[config.mk]
export PLATFORM = sky130hd
export DESIGN_NAME = cache_arb
export DESIGN_NICKNAME = d
export VERILOG_FILES = /design/src/rtl/cache_pkg.sv /design/src/rtl/cache_rr_arb.sv /design/src/rtl/cache_arb.sv
export SDC_FILE = /design/constraint.sdc
export NUM_CORES = 1
export LEC_CHECK = 0
export ABC_AREA = 1
export CORE_ASPECT_RATIO = 0.9
export CORE_UTILIZATION = 35
export CTS_CLUSTER_DIAMETER = 30
export DETAILED_ROUTE_END_ITERATION = 10
export PLACE_DENSITY = 0.8
export SYNTH_ARGS = -nofsm -noshare
export SYNTH_HDL_FRONTEND = slang
export SYNTH_SLANG_ARGS = --single-unit
[constraint.sdc]
create_clock -name clk -period 3 [get_ports clk]
set_input_delay 0.3 -clock clk [delete_from_list [all_inputs] [get_ports clk]]
set_output_delay 0.3 -clock clk [all_outputs]
set_load 0.03 [all_outputs]
[src/rtl/cache_pkg.sv]
// Shared types, widths and small helpers for the two-port cache request arbiter.
package cache_pkg;

    localparam int NREQ   = 2;
    localparam int ADDR_W = 32;
    localparam int DATA_W = 32;

    typedef enum logic [1:0] {
        IDLE  = 2'd0,
        ISSUE = 2'd1,
        RESP  = 2'd2
    } arb_state_e;

    typedef struct packed {
        logic              write;
        logic [ADDR_W-1:0] addr;
        logic [DATA_W-1:0] wdata;
    } cache_req_t;

    // One-hot requester mask for a grant index.
    function automatic logic [NREQ-1:0] port_mask(input logic idx);
        port_mask = idx ? 2'b10 : 2'b01;
    endfunction

endpackage

[src/rtl/cache_rr_arb.sv]
// Combinational grant selection for two requesters: round-robin (ARB_MODE=0)
// or fixed priority with port 0 winning (ARB_MODE=1).
module cache_rr_arb #(
    parameter int ARB_MODE = 0
) (
    input  logic [1:0] req_valid,
    input  logic       last_grant,
    output logic       grant_valid,
    output logic       grant_idx
);

    // Pick the winner; on contention round-robin hands the grant to the port that did not win last.
    always_comb begin
        grant_valid = |req_valid;
        grant_idx   = 1'b0;
        case (req_valid)
            2'b01:   grant_idx = 1'b0;
            2'b10:   grant_idx = 1'b1;
            2'b11:   grant_idx = (ARB_MODE == 1) ? 1'b0 : ~last_grant;
            default: grant_idx = 1'b0;
        endcase
    end

endmodule

[src/rtl/cache_arb.sv]
// Two-requester front end to a single-ported cache: accept, issue, respond.
// Optional hit/miss counters are built when CACHE_ARB_STATS_EN is defined.
module cache_arb #(
    parameter int ARB_MODE = 0,
    parameter int ADDR_W   = 32,
    parameter int DATA_W   = 32
) (
    input  logic                clk,
    input  logic                rst,
    input  logic [1:0]          req_valid,
    output logic [1:0]          req_ready,
    input  logic [1:0]          req_write,
    input  logic [2*ADDR_W-1:0] req_addr,
    input  logic [2*DATA_W-1:0] req_wdata,
    output logic [1:0]          resp_valid,
    input  logic [1:0]          resp_ready,
    output logic [DATA_W-1:0]   resp_rdata,
    output logic                resp_hit,
    output logic                cache_read_en,
    output logic                cache_write_en,
    output logic [ADDR_W-1:0]   cache_address,
    output logic [DATA_W-1:0]   cache_write_data,
    input  logic [DATA_W-1:0]   cache_read_data,
`ifdef CACHE_ARB_STATS_EN
    output logic [31:0]         stat_hits,
    output logic [31:0]         stat_misses,
`endif
    input  logic                cache_hit
);

    import cache_pkg::*;

    arb_state_e          state_r;
    logic                last_grant_r;
    logic                grant_r;
    logic                wr_r;
    logic                hit_r;
    logic                rd_en_r;
    logic                wr_en_r;
    logic [1:0]          resp_valid_r;
    logic [ADDR_W-1:0]   addr_r;
    logic [DATA_W-1:0]   wdata_r;
    logic [DATA_W-1:0]   rdata_r;
    logic                grant_valid_s;
    logic                grant_idx_s;
    logic [1:0]          req_ready_s;
    logic                sel_write_s;
    logic [ADDR_W-1:0]   sel_addr_s;
    logic [DATA_W-1:0]   sel_wdata_s;

    cache_rr_arb #(
        .ARB_MODE (ARB_MODE)
    ) u_arb (
        .req_valid   (req_valid),
        .last_grant  (last_grant_r),
        .grant_valid (grant_valid_s),
        .grant_idx   (grant_idx_s)
    );

    assign sel_write_s = grant_idx_s ? req_write[1] : req_write[0];
    assign sel_addr_s  = grant_idx_s ? req_addr[2*ADDR_W-1:ADDR_W]   : req_addr[ADDR_W-1:0];
    assign sel_wdata_s = grant_idx_s ? req_wdata[2*DATA_W-1:DATA_W] : req_wdata[DATA_W-1:0];

    // Acceptance strobe: only the winner, only while idle and out of reset.
    always_comb begin
        req_ready_s = 2'b00;
        if (!rst && (state_r == IDLE) && grant_valid_s) begin
            req_ready_s = port_mask(grant_idx_s);
        end else begin
            req_ready_s = 2'b00;
        end
    end

    // Operation sequencer; the response is captured in ISSUE so it stays stable however long RESP stalls.
    always_ff @(posedge clk or posedge rst) begin
        if (rst) begin
            state_r      <= IDLE;
            last_grant_r <= 1'b1;
            grant_r      <= 1'b0;
            wr_r         <= 1'b0;
            hit_r        <= 1'b0;
            rd_en_r      <= 1'b0;
            wr_en_r      <= 1'b0;
            resp_valid_r <= 2'b00;
            addr_r       <= {ADDR_W{1'b0}};
            wdata_r      <= {DATA_W{1'b0}};
            rdata_r      <= {DATA_W{1'b0}};
        end else begin
            case (state_r)
                IDLE: begin
                    if (grant_valid_s) begin
                        grant_r      <= grant_idx_s;
                        last_grant_r <= grant_idx_s;
                        wr_r         <= sel_write_s;
                        addr_r       <= sel_addr_s;
                        wdata_r      <= sel_wdata_s;
                        rd_en_r      <= ~sel_write_s;
                        wr_en_r      <= sel_write_s;
                        state_r      <= ISSUE;
                    end
                end
                ISSUE: begin
                    rd_en_r      <= 1'b0;
                    wr_en_r      <= 1'b0;
                    hit_r        <= cache_hit;
                    rdata_r      <= wr_r ? {DATA_W{1'b0}} : cache_read_data;
                    resp_valid_r <= port_mask(grant_r);
                    state_r      <= RESP;
                end
                RESP: begin
                    if (resp_ready[grant_r]) begin
                        resp_valid_r <= 2'b00;
                        state_r      <= IDLE;
                    end
                end
                default: begin
                    rd_en_r      <= 1'b0;
                    wr_en_r      <= 1'b0;
                    resp_valid_r <= 2'b00;
                    state_r      <= IDLE;
                end
            endcase
        end
    end

    assign req_ready        = req_ready_s;
    assign resp_valid       = resp_valid_r;
    assign resp_rdata       = rdata_r;
    assign resp_hit         = hit_r;
    assign cache_read_en    = rd_en_r;
    assign cache_write_en   = wr_en_r;
    assign cache_address    = addr_r;
    assign cache_write_data = wdata_r;

`ifdef CACHE_ARB_STATS_EN
    logic [31:0] hits_r;
    logic [31:0] misses_r;

    // Saturating hit/miss counters, sampled once per cache access.
    always_ff @(posedge clk or posedge rst) begin
        if (rst) begin
            hits_r   <= 32'd0;
            misses_r <= 32'd0;
        end else if (state_r == ISSUE) begin
            if (cache_hit) begin
                if (hits_r != 32'hFFFF_FFFF) hits_r <= hits_r + 32'd1;
            end else begin
                if (misses_r != 32'hFFFF_FFFF) misses_r <= misses_r + 32'd1;
            end
        end
    end

    assign stat_hits   = hits_r;
    assign stat_misses = misses_r;
`endif

endmodule

==> results.toml, run 1 <==
[outcome]
outcome = "completed"

[floorplan]
fp.dieH_um = 115
start_util_pct = 36.5
dieArea_um2 = 14700
die_width_um = 128
coreArea_um2 = 13600
ioPinCount = 272
std_cell_rows = 40

[setup_path]
cp-start-kind = "input port"
crit_top_cell = "buf_4"
cp_slowest_stage_delay_ns = 0.59
endpoint_kind = "primary output"
cp.arrival_ns = 1.82
path_cells = "clkdlybuf4s50_1 > nor2_2 > nor2_4 > buf_4 > nand2_1 > nor2_1 > buf_4"
crit_required_ns = 2.70
cp_slowest_cell = "clkdlybuf4s50_1"
path_class = "in -> out"
crit_fanout = 26

[routing]
drtAntennaViolNets = 0
drt_iter0_markers = 235
dr.pass1.iters = 6
routedWlPerCell_um = 13.4
route.detailed.drc = 0
drt-vias-per-instance = 4.54
via_count = 5088
wl_um = 15000

[clocking]
clk_latency_ns = 0.36
clkSlewWorstSetupHoldPaths_ns = 0.08
cts.sinks = 106
cts-resized-gates = 0
h-tree-depth = 3
cts_buffers = 9
cts_root_buf = "clkbuf_16"
post_cts_buffers = 0
clock_path_buffers = 2
hold_buffers = 0
tritoncts = "yes"

[yosys]
synth_area_leaders = "dfrtp_1 (53%), nand2_1 (21%), o21ai_1 (6.6%)"
async_reset_ff_share_pct = 100
synthFlopType = "dfrtp_1"
netlist_area_um2 = 4960
ys.warnings.count = 0
synthesis.nets = 841
synth_cells = 672
synth_top_area_cell = "dfrtp_1"
synth_common_cells = "nand2_1 (277), dfrtp_1 (105), inv_1 (73)"
syn_area_per_cell_um2 = 7.38
synth-edff-count = 0
ys_ff_latch = 106
post-synth-top-count-cell = "nand2_1"
synth_top_area_share_pct = 53.0
ys_types = 16
ys_seq_area_share_pct = 53.5

[timing]
min_period_ns = 2.12
drv_slew = 0
hold_viol = 0
worst_slack_ns = 0.876
finalSetupTns_ns = 0
rsz0062_at_grt = "no"
clock-skew-final_ns = 0.00802
max_freq_mhz = 471
worstMarginPinSlew_ns = 1.00
setup_violations = 0
fin_crit_sh_pct = 70.8
maxSlewHeadroom_pct = 33.1

[pwr]
p_sw_share_pct = 45.7
p_sw_mw = 3.79
seq_power_share_pct = 29.8
cellInternalPower_mw = 4.50
pwr-share-comb_pct = 55.6
leakage_nw = 3.97
peakVddDrop_v = 0.000515
power_density_nw_per_um2 = 1020
clkPwrFrac_pct = 14.6

[cells_and_area]
fin_area_um2 = 8160
diodes = 0
area_delta_synth_final_pct = 64.3
final_nets = 1095
drive_above_1_share_pct = 3.87
fillers = 1232
finish.utilization_pct = 59.9

[global_route]
met2_usage_pct = 35.7
grt_pass1_vias = 4749
grt_util_all_layers_pct = 20.7
grt_util_met3_pct = 7.45
grt-ovfl-total = 0
grt_max_degree = 77
grt_pass1_wl_um = 23400
use_met1_pct = 23.9
grt_busiest_layer = "met2"
antenna_found_initial = 0

[placed_design]
hpwlAfterDp_um = 10900
io_buffers = 271
postPlaceCellArea_um2 = 7850
globalplace.congestion = 0.806
pre_cts_ws_ns = 0.882

[worst_hold_path]
hp-class = "in -> reg"

[job]
drv_cap = 0
==> cells in the final DEF, fill, tap and decap left out <==
cell	synthesis	routed
dfrtp_1	105	105
nor2_4	1	1
nor3_1	1	1
nor2_1	66	66
o21ai_0	4	4
inv_8	0	3
clkinv_8	0	2
clkinv_4	0	2
buf_12	0	3
nor2_2	2	2
nand3_1	37	37
dfstp_2	1	1
nand2_1	277	276
inv_2	3	3
nand2_4	0	1
clkdlybuf4s50_1	0	269
o21ai_1	65	65
inv_1	73	72
clkbuf_16	0	9
buf_4	2	8
clkinvlp_4	0	1
==> logic make-up (layout without fill, tap and decap cells) <==
group | after synthesis | count (layout) | share of synthesized area, %
AOI/OAI and AO/OA | 69 | 69 | 6.96
DFF | 106 | 106 | 53.5
buffers and inverters | 113 | 372 | 9.30
and+or+nand+nor | 384 | 384 | 30.3
==> routing by layer <==
metal  vias up  routed length [um]
met1      2347                6070
met5         -                   0
met4         0                 247
met2       182                7340
met3        18                1330
li1       2541                   -
==> worst paths after layout <==
check                           slack [ns]  cells after the start           startpoint                end
worst max-delay path                  0.88                      7         req_valid[1]       req_ready[1]
worst min-delay path                  0.48                      3  cache_read_data[12]     resp_rdata[12]
worst max register to register        1.40                      6         last_grant_r  cache_address[25]
worst min register to register        0.48                      2         last_grant_r       last_grant_r
max in group asynchronous             1.82                      3                  rst   cache_address[1]
min in group asynchronous             0.52                      2                  rst      resp_valid[1]
==> state kept, by name, indices dropped and copies added (netlist names), 2 cells and up <==
signal            cells
resp_rdata           32
state_r               2
cache_write_data     32
cache_address        32
resp_valid            2
==> power groups by stage <==
stage | registers [mW] | clock network [mW] | logic (mW)
2_1_floorplan | 3.72 | 0 | 1.46
3_3_place_gp | 2.47 | 0 | 4.60
3_5_place_dp | 2.49 | 0 | 4.65
4_1_cts | 2.47 | 1.24 | 4.66
5_1_grt | 2.55 | 1.30 | 4.99
6_report | 2.47 | 1.21 | 4.61
==> metrics by stage <==
stage | power (mW) | std cells | hold slack [ns]
after floorplan | 5.18 | 672 | 0.417
after global placement | 7.07 | 1104 | 0.454
after detailed placement | 7.14 | 1104 | 0.462
after CTS | 8.38 | 1120 | 0.467
after global routing | 8.83 | 1120 | 0.486
final | 8.29 | 1120 | 0.482
==> area by class of cell <==
class                      count  area, um^2  share of cell area, %
timing repair buffer         280        2810                   34.5
sequential                   106        2650                   32.5
multi-input combinational    453        1850                   22.7
inverter                      76         289                   3.54
tap                          189         236                   2.90
clock buffer                   9         225                   2.76
clock inverter                 7        83.8                   1.03
==> worst max-delay path, delay by kind of cell <==
kind / cells / cell delay, ns
buffers and inverters: 3 / 1.06
and+or+nand+nor: 4 / 0.47
No activity file was read; power rests on OpenSTA's default activity.
==> inputs of run 2 (changes only) <==
==> constraint.sdc (replaced) <==
create_clock -name clk -period 1.8 [get_ports clk]
set_input_delay 0.18 -clock clk [delete_from_list [all_inputs] [get_ports clk]]
set_output_delay 0.18 -clock clk [all_outputs]
set_load 0.03 [all_outputs]
==> results.toml, run 2 (synthesis gave the netlist of run 1 again) <==
[routing]
drt_iter0_markers = 269
via_count = 5094
drtAntennaViolNets = 0
dr.pass1.iters = 5
route.detailed.drc = 0
drt-vias-per-instance = 4.50
routedWlPerCell_um = 13.4
wl_um = 15100

[setup_path]
path_class = "reg -> out"
path_cells = "nand2_2 > nand2_4 > inv_1 > nor3_2 > buf_4"
crit_family = "flip-flops"
endpoint_kind = "primary output"
cp.buffers_inverters = 2
r2r_start = "state_r[1]"
crit_required_ns = 1.62
cp_slowest_cell = "dfstp_2"
crit_fanout = 4
cp.arrival_ns = 1.53
timing.rr.end = "cache_address[14]"
rrSetupSlack_ns = 0.33
cp_slowest_stage_delay_ns = 0.56
cp-start-kind = "register"
reg2regPathDepth = 7

[cells_and_area]
drive_above_1_share_pct = 5.31
final_nets = 1106
multi_input_area_um2 = 1860
ff_latch_area_um2 = 2650
area_delta_synth_final_pct = 68.0
mostFrequentLayoutCell = "nand2_1"
final_cell_mix = "nand2_1 (274), clkdlybuf4s50_1 (269), dfrtp_1 (105)"
fillers = 1208
diodes = 0

[timing]
hold_viol = 0
max_freq_mhz = 586
worstMarginPinSlew_ns = 0.508
fin_crit_sh_pct = 94.7
min_period_ns = 1.71
finalSetupTns_ns = 0
drv_slew = 0
clock-skew-final_ns = 0.00596
setup_violations = 0
maxSlewHeadroom_pct = 66.1

[placed_design]
hpwlAfterDp_um = 11300
io_buffers = 271
globalplace.congestion = 0.769

[clocking]
h-tree-depth = 3
clock_path_buffers = 2
clk_latency_ns = 0.35
cts_root_buf = "clkbuf_16"
clkSlewWorstSetupHoldPaths_ns = 0.07
cts_buffers = 9
cts.sinks = 106
hold_buffers = 0
tritoncts = "yes"

[pwr]
power_density_nw_per_um2 = 1710
peakVddDrop_v = 0.000962
power.total_mw = 14.3
leakage_nw = 4.07

[worst_hold_path]
hp-class = "in -> async"

[job]
drv_cap = 0

[global_route]
grt_max_degree = 54
grt_pass1_wl_um = 24100
grt_pass1_vias = 4927
grt_util_all_layers_pct = 21.2
antenna_found_initial = 0
grt-ovfl-total = 0

[outcome]
outcome = "completed"

[floorplan]
coreArea_um2 = 13600
fp.dieH_um = 115
ioPinCount = 272
start_util_pct = 36.5
dieArea_um2 = 14700
die_width_um = 128
std_cell_rows = 40
## run 2: cell count changes in the layout (fill, tap and decap cells not counted), moves of 3 or more
cell    before  now
buf_4        8   14
buf_12       3    8
inv_6        0    3
inv_8        3    0
## run 2: worst max-delay path by stage
stage                       from             endpoint  slack (ns)  cells after the start
CTS                 last_grant_r         req_ready[0]        0.03                      5
finish              last_grant_r         req_ready[0]        0.09                      5
detailed placement  req_valid[1]  cache_write_data[7]        0.22                      6
global placement    req_valid[1]         req_ready[1]        0.25                      7
floorplan           last_grant_r         req_ready[0]        0.23                      5
global route          state_r[1]         req_ready[0]       -0.01                      6
## run 2: timing repair
| item | CTS | global route |
|---|---|---|
| buffers inserted | 0 | 2 |
| gates resized for setup | 0 | 3 |
| endpoints found under the setup margin | 0 | 2 |
## run 2: per-layer routing
layer  up-vias  global-route usage, %  routed length, um
met4         0                   8.33                413
met5         -                      0                  0
li1       2564                      -                  -
met2       215                   37.3               7500
met1      2285                   23.7               5840
met3        30                   7.17               1370
## run 2: cell type report
cell class              instances  share of cell area [%]
repair buffers                291                    35.5
flip-flops and latches        106                    31.8
multi-input cells             453                    22.4
inverters                      76                    3.50
clock buffers                  10                    2.87
well taps                     189                    2.84
clock inverters                 6                    1.14
## run 2: stage by stage
stage | area [um^2] | util [%] | worst slack, ns | std cells | hold WS (ns)
2_1_floorplan | 4970 | - | 0.234 | 672 | 0.297
3_3_place_gp | 7980 | 58.6 | 0.245 | 1113 | 0.455
3_5_place_dp | 7980 | 58.6 | 0.219 | 1113 | 0.459
4_1_cts | 8320 | 61.1 | 0.0318 | 1129 | 0.243
5_1_grt | 8340 | 61.3 | -0.0118 | 1131 | 0.274
6_report | 8340 | 61.3 | 0.0949 | 1131 | 0.245
## run 2: where the power goes
group          switching, mW  internal, mW
Clock                  0.920          1.28
Combinational           4.75          3.21
Sequential             0.612          3.52
Total                   6.29          8.01
==> inputs of run 3 (changes only) <==
--- a/config.mk
+++ b/config.mk
@@ -11,6 +11,7 @@
 export CTS_CLUSTER_DIAMETER = 30
 export DETAILED_ROUTE_END_ITERATION = 10
 export PLACE_DENSITY = 0.8
+export SETUP_SLACK_MARGIN = 0.4
 export SYNTH_ARGS = -nofsm -noshare
 export SYNTH_HDL_FRONTEND = slang
 export SYNTH_SLANG_ARGS = --single-unit
==> results.toml, run 3 (synthesis gave the netlist of run 1 again) <==
[global_route]
grt-ovfl-total = 0
grt_max_degree = 66
antenna_found_initial = 0
grt_pass1_wl_um = 26700
grt_util_all_layers_pct = 23.6
grt_pass1_vias = 5274

[floorplan]
ioPinCount = 272
std_cell_rows = 40
coreArea_um2 = 13600
die_width_um = 128
fp.dieH_um = 115
dieArea_um2 = 14700
start_util_pct = 36.5

[timing]
setup_violations = 0
min_period_ns = 1.63
finalSetupTns_ns = 0
max_freq_mhz = 614
clock-skew-final_ns = 0.00712
worst_slack_ns = 0.172
hold_viol = 0
rsz0062_at_grt = "yes"
drv_slew = 0
maxSlewHeadroom_pct = 75.7
worstMarginPinSlew_ns = 0.364
fin_crit_sh_pct = 90.5

[setup_path]
crit_start = "last_grant_r"
r2r_start = "last_grant_r"
cp_slowest_cell = "dfstp_2"
reg2regPathDepth = 10
crit_fanout = 2
crit_family = "flip-flops"
cp.depth = 5
cp-start-kind = "register"
endpoint_kind = "primary output"
crit_top_cell = "nand2_4"
path_cells = "nand2_4 > nand2_4 > inv_4 > nor3_4 > buf_6"
cp.buffers_inverters = 2
rrSetupSlack_ns = 0.19
cp.arrival_ns = 1.45
crit_end = "req_ready[0]"
crit_required_ns = 1.62
timing.rr.end = "cache_address[13]"
path_class = "reg -> out"
cp_slowest_stage_delay_ns = 0.57

[clocking]
cts_root_buf = "clkbuf_16"
tritoncts = "yes"
cts_buffers = 9
cts.sinks = 106
clock_path_buffers = 2
clkSlewWorstSetupHoldPaths_ns = 0.07
clk_latency_ns = 0.35
h-tree-depth = 3
hold_buffers = 0

[routing]
drt-vias-per-instance = 4.75
wl_um = 18600
dr.pass1.iters = 4
drtAntennaViolNets = 0
via_count = 5614
route.detailed.drc = 0
drt_iter0_markers = 266
routedWlPerCell_um = 15.7

[placed_design]
pre_cts_ws_ns = 0.170
dp_cells = 1117
hpwlAfterDp_um = 10900
io_buffers = 271
globalplace.congestion = 0.825

[cells_and_area]
drive_above_1_share_pct = 21.6
fillers = 1031
final_cell_mix = "nand2_1 (207), clkdlybuf4s50_1 (168), dfrtp_1 (105)"
diodes = 0
fin_cells = 1182
ff_latch_area_um2 = 2650
area_delta_synth_final_pct = 94.1
multi_input_area_um2 = 2320
final_nets = 1157
mostFrequentLayoutCell = "nand2_1"

[outcome]
outcome = "completed"

[pwr]
peakVddDrop_v = 0.000894
power_density_nw_per_um2 = 1560
leakage_nw = 4.89
power.total_mw = 15.0

[job]
drv_cap = 0

[worst_hold_path]
hp-class = "in -> reg"
[run 3: cell type report]
type                            instances  area share [%]
Timing Repair Buffer                  342            39.8
Sequential cell                       106            27.5
Multi-Input combinational cell        453            24.1
Inverter                               76            3.08
Tap cell                              189            2.45
Clock buffer                            9            2.34
Clock inverter                          7           0.636
[run 3: timing repair]
| action | 4_1_cts | 5_1_grt |
|---|---|---|
| pin swaps | 9 | 49 |
| resized for setup | 135 | 154 |
| endpoints found under the setup margin | 130 | 70 |
| gates cloned | 14 | 4 |
| setup buffers | 22 | 9 |
[run 3: layer usage]
metal  global-route usage, %  wire length, um  vias up
met5                       0                0        -
met4                    7.62              547        0
met3                    8.05             1540       44
met2                    41.5             9490      249
met1                    27.2             7010     2647
li1                        -                -     2674
[run 3: worst min-delay path by stage]
stage / from / to / slack, ns / depth (start not counted)
final: cache_hit / resp_hit / 0.37 / 3
after global routing: cache_read_data[4] / resp_rdata[4] / 0.39 / 3
after CTS: cache_hit / resp_hit / 0.36 / 3
after detailed placement: resp_valid[0] / resp_valid[0] / 0.46 / 2
after global placement: resp_valid[1] / resp_valid[1] / 0.46 / 2
after floorplan: cache_hit / resp_hit / 0.30 / 2
[run 3: power breakdown]
group / total (mW) / internal (mW) / leakage (nW) / switching (mW)
Clock: 1.92 / 0.964 / 0.135 / 0.957
Sequential: 4.10 / 3.52 / 1.31 / 0.576
Combinational: 8.99 / 3.54 / 3.45 / 5.45
Total: 15.0 / 8.03 / 4.89 / 6.98
[run 3: stage by stage]
| step | area (um^2) | hold WS [ns] | util (%) |
|---|---|---|---|
| 2_1_floorplan | 4990 | 0.297 | - |
| 3_3_place_gp | 8040 | 0.455 | 59.0 |
| 3_5_place_dp | 8040 | 0.459 | 59.0 |
| 4_1_cts | 8950 | 0.362 | 65.8 |
| 5_1_grt | 9630 | 0.388 | 70.8 |
| 6_report | 9630 | 0.371 | 70.8 |
[run 3: worst reg2reg max path, cell delays in order (launching register included)]
cell,delay (ns)
dfstp_2,0.57
nand2_4,0.06
nand2_4,0.09
buf_8,0.13
buf_12,0.11
buf_16,0.12
buf_12,0.11
buf_12,0.13
nand2_2,0.05
nand2_1,0.06
o21ai_1,0.06
